<file path="src/rtl/axis_mon_pkg.sv">
// Shared types and helpers for the AXI-Stream tap monitors.
// Holds the framing FSM state and the saturating counter step.
package axis_mon_pkg;

    typedef enum logic {
        SEARCH = 1'b0,
        ACTIVE = 1'b1
    } state_e;

    // Callers truncate the result to the counter's own width.
    function automatic logic [63:0] sat_inc(
        input logic [63:0] value,
        input int unsigned width
    );
        logic [63:0] lim;
        lim = (width >= 64) ? '1 : ((64'd1 << width) - 64'd1);
        return (value >= lim) ? lim : value + 64'd1;
    endfunction

endpackage

</file>
<file path="src/rtl/window_timer.sv">
// Free-running measurement window; term is high on the last cycle
// of every WINDOW_CYCLES-long window.
module window_timer #(
    parameter int unsigned WINDOW_CYCLES = 100_000_000
) (
    input  logic clk,
    input  logic rst,
    output logic term
);

    localparam int unsigned W = $clog2(WINDOW_CYCLES);
    localparam logic [W-1:0] LAST = W'(WINDOW_CYCLES - 1);

    logic [W-1:0] wcnt;

    always_ff @(posedge clk or posedge rst) begin
        if (rst) begin
            wcnt <= '0;
        end else if (wcnt == LAST) begin
            wcnt <= '0;
        end else begin
            wcnt <= wcnt + 1'b1;
        end
    end

    assign term = (wcnt == LAST);

endmodule

</file>
<file path="src/rtl/axis_frame_monitor.sv">
// Passive AXI-Stream video tap: windowed frame rate and stall count,
// last line/frame geometry and sticky framing error flags.
module axis_frame_monitor
    import axis_mon_pkg::*;
#(
    parameter int unsigned WINDOW_CYCLES = 100_000_000,
    parameter int unsigned FWID          = 8,
    parameter int unsigned LWID          = 12,
    parameter int unsigned CWID          = 32
) (
    input  logic            ACLK,
    input  logic            RST,
    input  logic            AXIS_TVALID,
    input  logic            AXIS_TREADY,
    input  logic            AXIS_TUSER,
    input  logic            AXIS_TLAST,
    input  logic            CLR_ERR,
    output logic [FWID-1:0] FRAME_RATE,
    output logic [CWID-1:0] STALL_CNT,
    output logic [LWID-1:0] LINE_BEATS,
    output logic [LWID-1:0] FRAME_LINES,
    output logic            WIN_PULSE,
    output logic            ERR_LINE_LEN,
    output logic            ERR_SOF_MID
);

    logic xfer;
    logic sof;
    logic eol;
    logic stall;
    logic term;

    assign xfer  = AXIS_TVALID && AXIS_TREADY;
    assign sof   = xfer && AXIS_TUSER;
    assign eol   = xfer && AXIS_TLAST;
    assign stall = AXIS_TVALID && !AXIS_TREADY;

    window_timer #(
        .WINDOW_CYCLES(WINDOW_CYCLES)
    ) u_timer (
        .clk (ACLK),
        .rst (RST),
        .term(term)
    );

    logic [FWID-1:0] fr_acc;
    logic [FWID-1:0] fr_nx;
    logic [CWID-1:0] st_acc;
    logic [CWID-1:0] st_nx;

    always_comb begin
        fr_nx = fr_acc;
        st_nx = st_acc;
        if (sof) begin
            fr_nx = FWID'(sat_inc(64'(fr_acc), FWID));
        end
        if (stall) begin
            st_nx = CWID'(sat_inc(64'(st_acc), CWID));
        end
    end

    // Terminal-cycle events go into the published value, not the next window.
    always_ff @(posedge ACLK or posedge RST) begin
        if (RST) begin
            fr_acc     <= '0;
            st_acc     <= '0;
            FRAME_RATE <= '0;
            STALL_CNT  <= '0;
            WIN_PULSE  <= 1'b0;
        end else begin
            WIN_PULSE <= term;
            if (term) begin
                FRAME_RATE <= fr_nx;
                STALL_CNT  <= st_nx;
                fr_acc     <= '0;
                st_acc     <= '0;
            end else begin
                fr_acc <= fr_nx;
                st_acc <= st_nx;
            end
        end
    end

    state_e          state;
    state_e          state_nx;
    logic [LWID-1:0] bc;
    logic [LWID-1:0] bc_nx;
    logic [LWID-1:0] lc;
    logic [LWID-1:0] lc_nx;
    logic [LWID-1:0] prev_len;
    logic [LWID-1:0] prev_nx;
    logic            pv;
    logic            pv_nx;
    logic [LWID-1:0] lb_nx;
    logic [LWID-1:0] fl_nx;
    logic [LWID-1:0] n;
    logic            act;
    logic            el_ev;
    logic            em_ev;
    logic            el_nx;
    logic            em_nx;

    always_comb begin
        state_nx = state;
        bc_nx    = bc;
        lc_nx    = lc;
        prev_nx  = prev_len;
        pv_nx    = pv;
        lb_nx    = LINE_BEATS;
        fl_nx    = FRAME_LINES;
        el_ev    = 1'b0;
        em_ev    = 1'b0;
        n        = LWID'(sat_inc(64'(bc), LWID));
        // The SOF that leaves SEARCH is already handled as an ACTIVE beat.
        act      = xfer && (state == ACTIVE || sof);
        if (sof) begin
            state_nx = ACTIVE;
        end
        if (act) begin
            unique case (1'b1)
                sof && eol: begin
                    em_ev   = (bc != '0);
                    if (lc != '0) begin
                        fl_nx = lc;
                    end
                    lb_nx   = LWID'(1);
                    lc_nx   = LWID'(1);
                    bc_nx   = '0;
                    prev_nx = LWID'(1);
                    pv_nx   = 1'b1;
                end
                sof && !eol: begin
                    em_ev = (bc != '0);
                    if (lc != '0) begin
                        fl_nx = lc;
                    end
                    lc_nx = '0;
                    pv_nx = 1'b0;
                    bc_nx = LWID'(1);
                end
                !sof && eol: begin
                    lb_nx   = n;
                    bc_nx   = '0;
                    lc_nx   = LWID'(sat_inc(64'(lc), LWID));
                    el_ev   = pv && (n != prev_len);
                    prev_nx = n;
                    pv_nx   = 1'b1;
                end
                default: begin
                    bc_nx = n;
                end
            endcase
        end
        el_nx = el_ev || (ERR_LINE_LEN && !CLR_ERR);
        em_nx = em_ev || (ERR_SOF_MID && !CLR_ERR);
    end

    always_ff @(posedge ACLK or posedge RST) begin
        if (RST) begin
            state        <= SEARCH;
            bc           <= '0;
            lc           <= '0;
            prev_len     <= '0;
            pv           <= 1'b0;
            LINE_BEATS   <= '0;
            FRAME_LINES  <= '0;
            ERR_LINE_LEN <= 1'b0;
            ERR_SOF_MID  <= 1'b0;
        end else begin
            state        <= state_nx;
            bc           <= bc_nx;
            lc           <= lc_nx;
            prev_len     <= prev_nx;
            pv           <= pv_nx;
            LINE_BEATS   <= lb_nx;
            FRAME_LINES  <= fl_nx;
            ERR_LINE_LEN <= el_nx;
            ERR_SOF_MID  <= em_nx;
        end
    end

endmodule

</file>
<file path="config.mk">
export PLATFORM = sky130hd
export DESIGN_NAME = axis_frame_monitor
export DESIGN_NICKNAME = d
export VERILOG_FILES = /design/src/rtl/axis_mon_pkg.sv /design/src/rtl/window_timer.sv /design/src/rtl/axis_frame_monitor.sv
export SDC_FILE = /design/constraint.sdc
export NUM_CORES = 1
export LEC_CHECK = 0
export CAP_MARGIN = 20
export CELL_PAD_IN_SITES_DETAIL_PLACEMENT = 1
export CELL_PAD_IN_SITES_GLOBAL_PLACEMENT = 1
export CORE_MARGIN = 1
export CORE_UTILIZATION = 41
export CTS_CLUSTER_DIAMETER = 60
export CTS_CLUSTER_SIZE = 30
export DETAILED_ROUTE_END_ITERATION = 8
export PLACE_DENSITY_LB_ADDON = 0.1
export SLEW_MARGIN = 10
export SYNTH_ARGS = -nofsm -noshare
export SYNTH_HDL_FRONTEND = slang
export SYNTH_HIERARCHICAL = 1
export SYNTH_SLANG_ARGS = --single-unit
</file>
<file path="constraint.sdc">
create_clock -name ACLK -period 4.2 [get_ports ACLK]
set_clock_uncertainty 0.05 [all_clocks]
set_input_delay 0.63 -clock ACLK [delete_from_list [all_inputs] [get_ports ACLK]]
set_output_delay 0.63 -clock ACLK [all_outputs]
set_load 0.01 [all_outputs]
</file>
==> summary.md <==
| Metric | Value |
|---|---|
| Status | `completed` |
| Compound-gate portion of the synthesized area | `13.6%` |
| Die ar. | `20400 um^2` |
| Asr flop ratio synth | `100%` |
| ANT nets after route | `0` |
| Initial drt markers | `299` |
| Crit path kind | `input port to register` |
| # setup viols final | `0` |
| CTS tree | `yes` |
| Clk slew on worst S/H paths | `0.06 ns` |
| Nets | `920` |
| Largest family of logic cells by synthesized area | `simple AND/OR/NAND/NOR gates` |
| Worst setup SP type | `input port` |
| Post-Route WL | `21.6 mm` |
| Final hold vios | `0` |
| Min-Delay Path Class | `register to register` |
| Post-Synth Adder-Cell Area | `1.54%` |
| Synth top area share | `49.3%` |
| Initial antenna violation count | `0` |
| Final instance area | `9730 um^2` |
| Post-synth EDFFs | `0` |
| Maximum fanout along the worst path | `13` |
| DRC Markers | `0` |
| Worst reg2reg startpoint | `bc[4]$_DFFE_PP0P_` |
| CTS sink cnt | `160` |
| Number of cells on the critical path | `7` |
| Post-synth net total | `865` |
| Grt met2 use | `38.1%` |
| R2R setup slack | `1.20 ns` |
| Post-synthesis xor/xnor area fraction | `5.61%` |
| Final Max Tran Viols | `0` |
| Synth Warn # | `6` |
| Area growth, synth to finish | `19.9%` |
| FF-to-FF End | `ERR_LINE_LEN$_DFF_PP0_` |
| Routability cong. | `0.876` |
| GRT Max-Usage Layer | `met2` |
| Starting Density | `41.7%` |
| Layout cells sized above 1 | `10.4%` |
| Syn_area_per_cell | `9.57 um^2` |
| GRT Util Overall | `22.6%` |
| CP arrival | `3.31 ns` |
| Max-Cap Viols | `0` |
| Pin count of the biggest net entering global routing | `109` |
| Routed len/inst | `18.3 um` |
| Resized Gates After CTS | `0` |
| Area leader, netlist | `dfrtp_1` |
| Post-DP HPWL | `15.0 mm` |
| Worst-margin pin slew | `1.10 ns` |
| Vias/cell | `5.66` |
| Hold Startpoint | `u_timer/wcnt[0]$_DFF_PP0_` |
| Worst Hold Depth | `1` |
| Worst VDD drop | `0.317 mV` |
| CTS max path bufs | `2` |
| Core area | `19500 um^2` |
| Buf/Inv on CP | `2` |
| PwrDens | `395 nW/um^2` |
| I/O Buffers | `73` |
| Mapped cell area | `8120 um^2` |
| Die W | `143 um` |
| Root buf cell | `clkbuf_16` |
| Required @ worst endpoint | `4.50 ns` |
| CP endpoint kind | `register` |
| Ys flop type | `dfrtp_1` |
| Grt total ovfl | `0` |
| Critical Path, Cell by Cell | `clkdlybuf4s50_1 -> nor2b_1 -> nand2_1 -> nor3_4 -> buf_4 -> nor2_1 -> a21oi_1` |
| Commonest non-fill, non-tap cells in the layout | `160 x dfrtp_1, 110 x nor2_1, 73 x clkdlybuf4s50_1` |
| Rows | `51` |
| Synth cell types | `65` |
| Hold endpoint | `u_timer/wcnt[0]$_DFF_PP0_` |
| Pleak | `4.18 nW` |
| CTS Buf Count | `17` |
| Setup TNS | `0 ns` |
| IO Pins | `74` |
| Commonest non-fill, non-tap cell in the layout | `dfrtp_1` |
| Delay-heaviest family, CP | `simple AND/OR/NAND/NOR gates` |
| # diodes | `0` |
| F_max | `332 MHz` |
| First-pass GRT wire length | `36.1 mm` |
| TritonRoute pass-1 iters | `5` |
| Simple-gate share of the synthesized area | `23.3%` |
| H-tree levels | `4` |
| Top post-synthesis cells by area | `dfrtp_1 49%, nor2_1 5.1%, a21oi_1 3.4%` |
| Cells on worst reg2reg path | `6` |
| #FFs+latches synth | `160` |
| Grt met3 use | `3.59%` |
| Vias | `6685` |
| Die Span Y | `143 um` |
| RSZ-0062 raised after global routing | `false` |
| Area post-placement | `9070 um^2` |
| Minimum clock period after layout | `3.01 ns` |
| Post-Syn Instances | `848` |
| Clk_lat worst skew | `0.43 ns` |
| Design Power | `0.00384 W` |
| Slew HR | `26.1%` |
| Hold Buf Count CTS | `0` |
| Post-synthesis mux area share | `3.11%` |
| Critical path's slowest cell | `clkdlybuf4s50_1` |
| Vias in the first global route | `6955` |
| Max incr delay on CP | `0.59 ns` |
| Fin crit share | `71.7%` |
| Met1 GRT Util | `30.0%` |
| Postcts setup bufs | `0` |
| Post-synthesis sequential area ratio | `49.3%` |
==> cells in the mapped netlist, types with 3 or more instances <==
library cell / number
nand4b_1: 3
o211ai_1: 4
a41oi_1: 7
nor2b_1: 5
buf_6: 3
nand2_1: 67
a21oi_2: 11
a31oi_1: 14
nor2_2: 8
clkbuf_1: 33
inv_1: 18
or3_1: 4
mux2_2: 18
nand2b_1: 5
nor4b_1: 6
and4_1: 7
a21oi_1: 55
xnor2_1: 31
and3_1: 15
o21ai_0: 46
a21o_1: 3
a22o_1: 10
or4_1: 3
o31ai_1: 10
buf_2: 5
and2_1: 12
ha_1: 10
nand3_1: 39
nor4_1: 15
and4b_1: 3
nor3_1: 18
xor2_1: 21
o22ai_1: 5
mux2i_1: 5
nand4_1: 23
dfrtp_1: 160
nor2_1: 110
==> layout make-up <==
| type | count | area, um^2 |
|---|---|---|
| Inverter | 19 | 75.1 |
| Fill cell | 2193 | 9730 |
| Multi-Input combinational cell | 624 | 3840 |
| Tap cell | 265 | 332 |
| Clock inverter | 15 | 209 |
| Sequential cell | 160 | 4000 |
| Clock buffer | 17 | 425 |
| Timing Repair Buffer | 81 | 848 |
==> power breakdown <==
part / switching, W / internal (W)
Clock: 0.000670 / 0.00100
Sequential: 0.000116 / 0.00162
Combinational: 0.000246 / 0.000186
Total: 0.00103 / 0.00281
==> sequential cells by signal, indices dropped and copies added, names as in the netlist <==
name / cells
ERR_LINE_LEN: 1
ERR_SOF_MID: 1
lc: 12
FRAME_LINES: 12
prev_len: 12
WIN_PULSE: 1
st_acc: 32
bc: 12
STALL_CNT: 32
state: 1
fr_acc: 8
u_timer/wcnt: 27
FRAME_RATE: 8
pv: 1
==> stage by stage <==
step	util [%]	hold WS, ns	setup slack (ns)	instances
4_1_cts	49.9	0.417	1.20	1180
3_3_place_gp	46.6	0.398	0.875	1148
2_1_floorplan	-	0.383	1.40	848
3_5_place_dp	46.6	0.411	0.761	1148
6_report	50.0	0.409	1.19	1181
5_1_grt	50.0	0.428	0.921	1181
==> kinds of logic (layout without fill, tap and decap cells) <==
| kind of cell | after synthesis | in the layout |
|---|---|---|
| multiplexers | 23 | 23 |
| flip-flops | 160 | 160 |
| buffers and inverters | 64 | 132 |
| AO/OA/AOI/OAI | 178 | 178 |
| adder cells (fa/ha/maj) | 10 | 10 |
| XOR/XNOR | 52 | 52 |
| AND/OR/NAND/NOR | 361 | 361 |
==> worst max-delay path by stage <==
stage | start | end | slack, ns
final | AXIS_TVALID | STALL_CNT[8]$_DFFE_PP0P_ | 1.19
after global routing | bc[4]$_DFFE_PP0P_ | ERR_LINE_LEN$_DFF_PP0_ | 0.92
after CTS | AXIS_TVALID | STALL_CNT[8]$_DFFE_PP0P_ | 1.20
after detailed placement | AXIS_TVALID | STALL_CNT[3]$_DFFE_PP0P_ | 0.76
after global placement | AXIS_TVALID | STALL_CNT[9]$_DFFE_PP0P_ | 0.87
after floorplan | u_timer/wcnt[10]$_DFF_PP0_ | STALL_CNT[7]$_DFFE_PP0P_ | 1.40
==> metal layers <==
metal | share of wire, % | routed length (um) | vias to the layer above
li1 | - | - | 3140
met1 | 45 | 9790 | 3395
met2 | 50 | 10900 | 126
met3 | 3.0 | 655 | 24
met4 | 1.3 | 287 | 0
met5 | 0 | 0 | -
Power figures use the tool's default switching activity.
